File: config.mk
export PLATFORM = sky130hd
export DESIGN_NAME = i2s_sample_tx
export DESIGN_NICKNAME = d
export VERILOG_FILES = /design/src/rtl/i2s_sample_tx.sv
export SDC_FILE = /design/constraint.sdc
export NUM_CORES = 1
export LEC_CHECK = 0
export ABC_CLOCK_PERIOD_IN_PS = 2800
export BUFFER_PORTS_ARGS = -buffer_cell sky130_fd_sc_hd__buf_2
export CAP_MARGIN = 20
export CORE_MARGIN = 10
export CORE_UTILIZATION = 45
export DETAILED_ROUTE_END_ITERATION = 10
export GPL_ROUTABILITY_DRIVEN = 0
export PLACE_DENSITY_LB_ADDON = 0.12
export REMOVE_ABC_BUFFERS = 1
export SYNTH_ARGS = -nofsm -noshare
export SYNTH_HDL_FRONTEND = slang
export SYNTH_SLANG_ARGS = --single-unit
File: constraint.sdc
create_clock -name clk -period 2.8 [get_ports clk]
set_input_delay 0.56 -clock clk [delete_from_list [all_inputs] [get_ports clk]]
set_output_delay 0.56 -clock clk [all_outputs]
set_load 0.01 [all_outputs]
File: src/rtl/i2s_sample_tx.sv
// i2s_sample_tx: mono sample to I2S serialiser with a one-word holding register.
// Define TX_MUTE_ON_UNDERRUN_EN to send silence on underrun instead of repeating the last word.
module i2s_sample_tx #(
  parameter int fxp_size  = 16,
  parameter int out_width = 16,
  parameter int slot_bits = 32,
  parameter int bclk_div  = 4
) (
  input  logic                       clk,
  input  logic                       rst,
  input  logic signed [fxp_size-1:0] i_sample,
  input  logic                       i_valid,
  output logic                       o_ready,
  output logic                       o_bclk,
  output logic                       o_lrclk,
  output logic                       o_sdata,
  output logic                       o_underrun
);
  localparam int dw = $clog2(bclk_div);
  localparam int bw = $clog2(2 * slot_bits);
  localparam int kw = $clog2(slot_bits);
  logic [dw-1:0] div_cnt, div_nxt;
  logic [bw-1:0] bit_cnt, bit_nxt;
  logic [kw-1:0] k_nxt;
  logic [out_width-1:0] pending, tx_word, shreg, word;
  logic fe, bit_wrap, load, accept;
  assign word     = i_sample[fxp_size-1 -: out_width];
  assign fe       = div_cnt == dw'(bclk_div - 1);
  assign div_nxt  = fe ? '0 : div_cnt + dw'(1);
  assign bit_wrap = bit_cnt == bw'(2 * slot_bits - 1);
  assign bit_nxt  = bit_wrap ? '0 : bit_cnt + bw'(1);
  assign k_nxt    = bit_nxt >= bw'(slot_bits) ? kw'(bit_nxt - bw'(slot_bits)) : kw'(bit_nxt);
  assign load     = fe && bit_wrap;
  assign accept   = i_valid && o_ready;
  // o_ready doubles as the "holding register empty" flag
  always_ff @(posedge clk or negedge rst) begin
    if (!rst) begin
      div_cnt    <= '0;
      bit_cnt    <= '0;
      pending    <= '0;
      tx_word    <= '0;
      shreg      <= '0;
      o_ready    <= 1'b1;
      o_bclk     <= 1'b0;
      o_lrclk    <= 1'b0;
      o_sdata    <= 1'b0;
      o_underrun <= 1'b0;
    end else begin
      div_cnt    <= div_nxt;
      o_bclk     <= div_nxt >= dw'(bclk_div / 2);
      o_underrun <= load && o_ready && !i_valid;
      if (fe) begin
        bit_cnt <= bit_nxt;
        o_lrclk <= bit_nxt >= bw'(slot_bits);
        o_sdata <= k_nxt == kw'(1) ? tx_word[out_width-1] :
                   (k_nxt > kw'(1) && k_nxt <= kw'(out_width)) ? shreg[out_width-1] : 1'b0;
        shreg   <= k_nxt == kw'(1) ? tx_word << 1 : shreg << 1;
      end
      if (load && !o_ready) begin
        tx_word <= pending;
        o_ready <= 1'b1;
      end else if (load && i_valid) begin
        tx_word <= word;
`ifdef TX_MUTE_ON_UNDERRUN_EN
      end else if (load) begin
        tx_word <= '0;
`else
`endif
      end else if (accept) begin
        pending <= word;
        o_ready <= 1'b0;
      end
    end
  end
endmodule

==> results.sh, run 1 <==
export IMPL_status="finished, final reports clean"
export IMPL_grt_ovfl_total=0
export IMPL_reg2reg_depth=6
export IMPL_postCtsHoldBufs=0
export IMPL_crit_path_end_kind="flop"
export IMPL_die_area_um2=9620
export IMPL_netlist_top_cell_by_area="dfrtp_1"
export IMPL_path_clk_slew_ps=60
export IMPL_drc=0
export IMPL_slowest_stage="o2111ai_4"
export IMPL_cp_start_kind="flop"
export IMPL_place_hpwl_um=3720
export IMPL_slew_headroom=0.520
export IMPL_yosys_register_bits=59
export IMPL_dp_cells=342
export IMPL_setup_tns_ps=0
export IMPL_period_share=0.793
export IMPL_grt_pass1_vias=1955
export IMPL_worst_slew_pin_transition_ps=720
export IMPL_htreeDepth=3
export IMPL_drt_pass1_iter_count=4
export IMPL_critPathRequiredTime_ps=2990
export IMPL_r2r_slack_ps=580
export IMPL_grt_max_degree=42
export IMPL_syn2layout_area_growth_pct=12.2
export IMPL_clkLatencyLatePin_ps=330
export IMPL_setup_viol=0
export IMPL_antenna_found_initial=0
export IMPL_criticalPathCategory="flop to flop"
export IMPL_fmax_ghz=0.451
export IMPL_r2r_end="shreg[10]"
export IMPL_yosys_top_cells_area="dfrtp_1, mux2_2, mux2i_1"
export IMPL_synth_top_area_share=0.529
export IMPL_slew_violations=0
export IMPL_avgSynthCellArea_um2=10.8
export IMPL_num_antenna_cells=0
export IMPL_cts_made_buffers=9
export IMPL_layout_common_cells="dfrtp_1, a21oi_1, buf_2, nand2_1, o21ai_0"
export IMPL_cts_root_buf="clkbuf_8"
export IMPL_vdd_ir_drop_max_uv=281
export IMPL_layout_drive_gt1_share=0.238
export IMPL_drt_iter0_drc=90
export IMPL_placeableCoreArea_um2=5920
export IMPL_cts_tree="built"
export IMPL_antenna_left=0
export IMPL_yosysWarnings=0
export IMPL_path_max_fanout=17
export IMPL_grt_first_pass_wirelength_um=9290
export IMPL_place_port_buffers=23
export IMPL_nets=300
export IMPL_rows=28
export IMPL_whs_ps=258
export IMPL_cts_resized=0
export IMPL_clock_skew_ps=9.52
export IMPL_clock_path_buffers=2
export IMPL_final_min_clock_period_ps=2220
export IMPL_rsz0062_at_grt="false"
export IMPL_arrival_ps=2410
export IMPL_initial_core_util=0.464
export IMPL_vias=1940
export IMPL_synth_seq_area_share=0.538
export IMPL_totalWireLength_um=5450
export IMPL_yosysUniqueCellTypes=33
export IMPL_cts_post_setup_buffers_inserted=0
export IMPL_stdcell_area_um2=3080
export IMPL_crit_chain="ha_1 -> and3_1 -> and3_4 -> o2111ai_4 -> mux2i_1 -> a21oi_1"
export IMPL_drv_cap=0
export IMPL_die_h_um=98.1
export IMPL_min_delay_path_class="input port to asynchronous set/reset pin"
export IMPL_synth_area_um2=2750
export IMPL_hold_viol_final=0
export IMPL_final_common_cell="dfrtp_1"
export IMPL_fp_dieW_um=98.1
export IMPL_cts_sinks=59
export IMPL_syn_inst=255
export IMPL_io_pins=24
export IMPL_slowest_delay_ps=600
export IMPL_grtUsageTotal=0.117
export IMPL_p_leak_uw=0.00143
export IMPL_fin_cells=357
export IMPL_routedWlPerCell_um=15.3
export IMPL_via_per_inst=5.43
export IMPL_power_per_cell_area_nw_per_um2=526
export IMPL_rr_startpoint="bit_cnt[0]"
export IMPL_place_area_um2=2920
area by class of cell:
type / instances / area [µm²]
fillers: 554 / 2840
flip-flops and latches: 59 / 1480
multi-input cells: 174 / 1160
repair buffers: 31 / 175
clock buffers: 12 / 145
well taps: 75 / 93.8
clock inverters: 3 / 15.0
inverters: 3 / 11.3
per-stage QoR:
stage / worst slack (ps) / power [µW] / utilization
6_report: 581 / 1620 / 0.520
3_3_place_gp: 605 / 989 / 0.493
5_1_grt: 422 / 1690 / 0.520
2_1_floorplan: 106 / 944 / -
3_5_place_dp: 570 / 991 / 0.493
4_1_cts: 547 / 1650 / 0.520
registers in the layout, indices dropped and copies added (netlist names):
signal / flops
o_sdata: 1
div_cnt: 2
pending: 16
o_underrun: 1
o_lrclk: 1
tx_word: 16
shreg: 15
bit_cnt: 6
o_ready: 1
worst max-delay path, delay by kind of cell (launching register included):
kind,cells,cell delay [ps]
mux,1,280
compound gates,2,690
fa+ha+maj,1,240
simple gates,2,450
flops,1,410
routing by layer:
layer / up-vias / routed length [µm] / global-route usage
met1: 953 / 2730 / 0.153
met5: - / 0 / 0
met2: 22 / 2480 / 0.175
met3: 10 / 138 / 0.0268
met4: 0 / 103 / 0.0626
li1: 955 / - / -
cells in the mapped netlist:
master      n
ha_1        3
and3_1      1
nor2_1     17
nand2_1    22
clkbuf_1   14
o31ai_1     1
inv_1       3
buf_8       1
o22ai_1    10
nand3b_1    6
dfstp_2     1
nand3_1     3
a21oi_1    25
mux2_2     17
or2b_1      1
dfrtp_1    58
a31oi_1     8
and3_2      1
o2111ai_4   1
o2bb2ai_1   2
nor2b_1     8
xnor2_1     4
and3_4      1
nand4_1     1
a2bb2oi_1   1
nand2b_1    4
and4_2      1
o21ai_0    19
mux2i_1    15
xnor2_2     1
buf_6       1
buf_2       3
xor2_1      1
kinds of logic after synthesis:
group,share of synthesized area
AOI/OAI and AO/OA,0.143
xor gates and xnor gates,0.0219
adders and majority gates,0.0137
buffers and inverters,0.0383
DFF,0.538
muxes,0.124
and+or+nand+nor,0.120
worst max path at each step:
stage / start / endpoint / cells past startpoint
floorplan: div_cnt[1] / pending[0] / 4
global placement: bit_cnt[0] / shreg[5] / 6
detailed placement: bit_cnt[0] / shreg[10] / 6
CTS: bit_cnt[0] / shreg[10] / 6
global route: bit_cnt[0] / shreg[10] / 6
finish: bit_cnt[0] / shreg[10] / 6
where the power goes:
part           switching (µW)  internal, µW  leakage [µW]
Clock                     312           336     0.0000860
Sequential               11.6           880      0.000739
Combinational            39.2          43.4      0.000602
Power figures use the tool's default switching activity.
==> inputs of run 2 (changes only) <==
--- a/config.mk
+++ b/config.mk
@@ -5,7 +5,7 @@
 export SDC_FILE = /design/constraint.sdc
 export NUM_CORES = 1
 export LEC_CHECK = 0
-export ABC_CLOCK_PERIOD_IN_PS = 2800
+export ABC_CLOCK_PERIOD_IN_PS = 1790
 export BUFFER_PORTS_ARGS = -buffer_cell sky130_fd_sc_hd__buf_2
 export CAP_MARGIN = 20
 export CORE_MARGIN = 10
==> constraint.sdc (replaced) <==
create_clock -name clk -period 1.79 [get_ports clk]
set_input_delay 0.358 -clock clk [delete_from_list [all_inputs] [get_ports clk]]
set_output_delay 0.358 -clock clk [all_outputs]
set_load 0.01 [all_outputs]
==> results.sh, run 2 (synthesis results as in run 1) <==
export IMPL_status="complete, but fails checks"
export IMPL_violations="negative setup slack"
export IMPL_drv_cap=0
export IMPL_arrival_ps=2010
export IMPL_final_common_cell="dfrtp_1"
export IMPL_place_hpwl_um=3680
export IMPL_cp_startpoint="bit_cnt[0]"
export IMPL_crit_path_end_kind="flop"
export IMPL_layout_drive_gt1_share=0.320
export IMPL_totalWireLength_um=5830
export IMPL_final_min_clock_period_ps=1810
export IMPL_drc=0
export IMPL_grtUsageMet2=0.188
export IMPL_power_per_cell_area_nw_per_um2=746
export IMPL_drt_iter0_drc=124
export IMPL_critPathRequiredTime_ps=1990
export IMPL_vias=1967
export IMPL_setup_viol=5
export IMPL_crit_top_cell="and3_4"
export IMPL_initial_core_util=0.464
export IMPL_slowest_stage="dfrtp_1"
export IMPL_dp_cells=354
export IMPL_rr_startpoint="bit_cnt[0]"
export IMPL_largest_registers="pending (16), tx_word (16), shreg (15)"
export IMPL_fp_dieW_um=98.1
export IMPL_clkLatencyLatePin_ps=320
export IMPL_rows=28
export IMPL_path_clk_slew_ps=60
export IMPL_reg2reg_depth=7
export IMPL_cts_root_buf="clkbuf_8"
export IMPL_use_met3=0.0303
export IMPL_grtUsageTotal=0.121
export IMPL_r2r_slack_ps=-20
export IMPL_die_area_um2=9620
export IMPL_clock_path_buffers=2
export IMPL_fin_cells=375
export IMPL_fmax_ghz=0.554
export IMPL_grt_pass1_vias=2065
export IMPL_syn2layout_area_growth_pct=23.6
export IMPL_rsz0062_at_grt="true"
export IMPL_io_pins=24
export IMPL_drt_pass1_iter_count=4
export IMPL_via_per_inst=5.25
export IMPL_htreeDepth=3
export IMPL_cts_tree="built"
export IMPL_crit_chain="ha_2 -> and3_4 -> and3_4 -> o2111ai_4 -> buf_12 -> mux2i_2 -> a21oi_1"
export IMPL_fill_cells=500
export IMPL_num_antenna_cells=0
export IMPL_placeableCoreArea_um2=5920
export IMPL_die_h_um=98.1
export IMPL_min_delay_path_class="input port to asynchronous set/reset pin"
export IMPL_fin_ws_ps=-16.4
export IMPL_grt_use_met1=0.154
export IMPL_top_usage_layer="met2"
export IMPL_cts_made_buffers=9
export IMPL_grt_max_degree=60
export IMPL_criticalPathCategory="flop to flop"
export IMPL_cts_sinks=59
export IMPL_grt_ovfl_total=0
export IMPL_r2r_end="shreg[11]"
export IMPL_place_port_buffers=23
export IMPL_antenna_left=0
export IMPL_slowest_delay_ps=390
export IMPL_path_max_fanout=8
export IMPL_layout_common_cells="dfrtp_1, a21oi_1, buf_2, nand2_1"
export IMPL_slew_violations=0
export IMPL_grt_first_pass_wirelength_um=9670
export IMPL_hold_viol_final=0
export IMPL_nets=317
export IMPL_period_share=1.01
export IMPL_vdd_ir_drop_max_uv=469
export IMPL_clock_skew_ps=8.22
export IMPL_routedWlPerCell_um=15.6
export IMPL_p_leak_uw=0.00159
export IMPL_worst_slew_pin_transition_ps=348
export IMPL_antenna_found_initial=0
export IMPL_total_power_uw=2530
export IMPL_slew_headroom=0.768
export IMPL_cp_start_kind="flop"
run 2: cell type report:
cell class              count  area, µm²  area share
clock buffers              13        139      0.0409
clock inverters             3       15.0     0.00443
inverters                   3       11.3     0.00332
multi-input cells         174       1270       0.375
flip-flops and latches     59       1480       0.436
well taps                  75       93.8      0.0277
repair buffers             48        383       0.113
run 2: metrics by stage:
stage | TNS (ps) | instance area, µm² | util | hold WS [ps] | worst slack [ps]
3_5_place_dp | -2290 | 3050 | 0.515 | 388 | -91.6
6_report | -71.9 | 3390 | 0.573 | 32.2 | -16.4
2_1_floorplan | -25430 | 2650 | - | 62.4 | -904
4_1_cts | -82.1 | 3250 | 0.549 | 37.1 | -19.3
5_1_grt | -1410 | 3390 | 0.573 | 31.3 | -125
3_3_place_gp | -873 | 3050 | 0.515 | 391 | -51.6
run 2: timing repair:
action,CTS,global route
setup buffers,1,2
setup endpoints to repair,41,47
resized for setup,5,26
hold buffers,0,0
gates cloned,1,1
pin swaps,9,9
run 2: layer usage:
layer	wire length (µm)	share of wire
met1	2930	0.50
met2	2680	0.46
met3	164	0.028
met4	64	0.011
met5	0	0
run 2: worst max path at each step:
stage | endpoint | cells past startpoint
after floorplan | pending[0] | 4
after global placement | shreg[15] | 7
after detailed placement | shreg[13] | 7
after CTS | shreg[13] | 7
after global routing | shreg[4] | 7
final | shreg[11] | 7
run 2: critical path: cells and delay by family (launching register included):
family,cells,cell delay (ps)
fa+ha+maj,1,190
flops,1,390
buf+inv,1,180
compound gates,2,350
mux,1,200
simple gates,2,360
run 2: power breakdown:
part | internal [µW] | leakage (µW) | switching, µW
Clock | 497 | 0.0000812 | 487
Combinational | 85.8 | 0.000775 | 63.6
Sequential | 1380 | 0.000739 | 20.3
Total | 1960 | 0.00159 | 571
==> inputs of run 3 (changes only) <==
==> constraint.sdc (replaced) <==
create_clock -name clk -period 1.79 [get_ports clk]
set_input_delay 0.0895 -clock clk [delete_from_list [all_inputs] [get_ports clk]]
set_output_delay 0.0895 -clock clk [all_outputs]
set_load 0.01 [all_outputs]
==> results.sh, run 3 (synthesis results as in run 1) <==
export IMPL_fp_dieW_um=98.1
export IMPL_min_delay_path_class="input port to flop"
export IMPL_period_share=1.00
export IMPL_fin_ws_ps=-5.42
export IMPL_grt_pass1_vias=2176
export IMPL_antenna_found_initial=0
export IMPL_setup_viol=2
export IMPL_seqPwrFrac=0.504
export IMPL_criticalPathCategory="flop to flop"
export IMPL_vdd_ir_drop_max_uv=592
export IMPL_place_hpwl_um=3960
export IMPL_syn2layout_area_growth_pct=27.0
export IMPL_nets=332
export IMPL_grt_first_pass_wirelength_um=10300
export IMPL_grt_ovfl_total=0
export IMPL_cts_root_buf="clkbuf_8"
export IMPL_final_min_clock_period_ps=1800
export IMPL_totalWireLength_um=5910
export IMPL_clock_skew_ps=7.23
export IMPL_largest_registers="pending (16), tx_word (16), shreg (15)"
export IMPL_status="complete, but fails checks"
export IMPL_htreeDepth=3
export IMPL_violations="negative setup slack"
export IMPL_crit_path_end_kind="flop"
export IMPL_worst_slew_pin_transition_ps=619
export IMPL_die_area_um2=9620
export IMPL_initial_core_util=0.464
export IMPL_path_max_fanout=8
export IMPL_p_sw_frac=0.212
export IMPL_layout_drive_gt1_share=0.296
export IMPL_cts_sinks=59
export IMPL_cts_made_buffers=9
export IMPL_p_int_uw=2180
export IMPL_crit_chain="ha_2 -> and3_4 -> and3_4 -> o2111ai_4 -> buf_12 -> mux2i_2 -> a21oi_1"
export IMPL_setup_tns_ps=-6.27
export IMPL_drv_cap=0
export IMPL_crit_family="flip-flops"
export IMPL_drt_iter0_drc=59
export IMPL_num_antenna_cells=0
export IMPL_slowest_stage="dfrtp_1"
export IMPL_dp_cells=355
export IMPL_rows=28
export IMPL_vias=2016
export IMPL_clkLatencyLatePin_ps=330
export IMPL_fmax_ghz=0.557
export IMPL_slew_headroom=0.587
export IMPL_die_h_um=98.1
export IMPL_arrival_ps=2000
export IMPL_layout_common_cells="dfrtp_1, a21oi_1, buf_2, nand2_1, buf_4"
export IMPL_postLayoutCoreUtil=0.589
export IMPL_cts_tree="built"
export IMPL_rsz0062_at_grt="true"
export IMPL_grt_max_degree=29
export IMPL_path_buf_inv=1
export IMPL_power_per_cell_area_nw_per_um2=793
export IMPL_p_comb_frac=0.058
export IMPL_cp_start_kind="flop"
export IMPL_grtUsageTotal=0.131
export IMPL_routedWlPerCell_um=15.2
export IMPL_clock_power_share=0.438
export IMPL_slew_violations=0
export IMPL_final_common_cell="dfrtp_1"
export IMPL_antenna_left=0
export IMPL_hold_viol_final=0
export IMPL_io_pins=24
export IMPL_switchingPower_uw=586
export IMPL_clock_path_buffers=2
export IMPL_whs_ps=17.9
export IMPL_p_leak_uw=0.00161
export IMPL_placeableCoreArea_um2=5920
export IMPL_fin_cells=389
export IMPL_path_clk_slew_ps=60
export IMPL_place_ws_ps=-101
export IMPL_place_port_buffers=23
export IMPL_drt_pass1_iter_count=4
export IMPL_slowest_delay_ps=380
export IMPL_via_per_inst=5.18
export IMPL_drc=0
export IMPL_critPathRequiredTime_ps=1990
export IMPL_crit_top_cell="and3_4"
==> run 3: cell count changes in the layout (fill, tap and decap cells not counted), moves of 2 or more <==
cell,change
buf_4,+3
clkbuf_8,+2
clkbuf_1,-2
mux2_2,+11
clkinv_2,-2
dlygate4sd3_1,+15
buf_6,-2
mux2_4,-11
==> run 3: layer usage <==
layer / track usage / up-vias / part of all wire
met5: 0 / - / 0
met4: 0.0503 / 0 / 0.020
met3: 0.0402 / 10 / 0.041
met2: 0.201 / 33 / 0.44
met1: 0.168 / 964 / 0.50
li1: - / 1009 / -
==> run 3: layout make-up <==
cell class / count / area (µm²)
Multi-Input combinational cell: 174 / 1200
Inverter: 3 / 11.3
Timing Repair Buffer: 63 / 508
Clock inverter: 2 / 35.0
Fill cell: 516 / 2430
Tap cell: 75 / 93.8
Sequential cell: 59 / 1480
Clock buffer: 13 / 159
==> run 3: repair_timing <==
action                                  4_1_cts  5_1_grt
resized for setup                             5        8
hold buffers                                 15        0
hold endpoints to repair                     37        0
setup buffers                                 1        2
endpoints found under the setup margin       39       41
pin swaps                                     9        7
gates cloned                                  1        0
==> run 3: worst paths after layout <==
check	slack, ps	cells past startpoint	from	to
max reg2reg	-5	7	bit_cnt[0]	shreg[11]
max in group asynchronous	900	3	rst	pending[13]
min in group asynchronous	310	2	rst	shreg[12]
max	-5	7	bit_cnt[0]	shreg[11]
min	20	2	i_sample[9]	pending[9]
min reg2reg	430	1	div_cnt[0]	div_cnt[0]
==> run 3: through the flow <==
| stage | area [µm²] | power, µW |
|---|---|---|
| floorplan | 2650 | 1480 |
| global placement | 3060 | 1550 |
| detailed placement | 3060 | 1560 |
| CTS | 3450 | 2790 |
| global route | 3490 | 2880 |
| finish | 3490 | 2760 |
==> run 3: power groups by stage <==
stage	clock network (µW)	logic (µW)	registers (µW)
after floorplan	0	63.3	1410
after global placement	0	134	1420
after detailed placement	0	138	1420
after CTS	1240	163	1390
after global routing	1300	182	1400
final	1210	159	1390
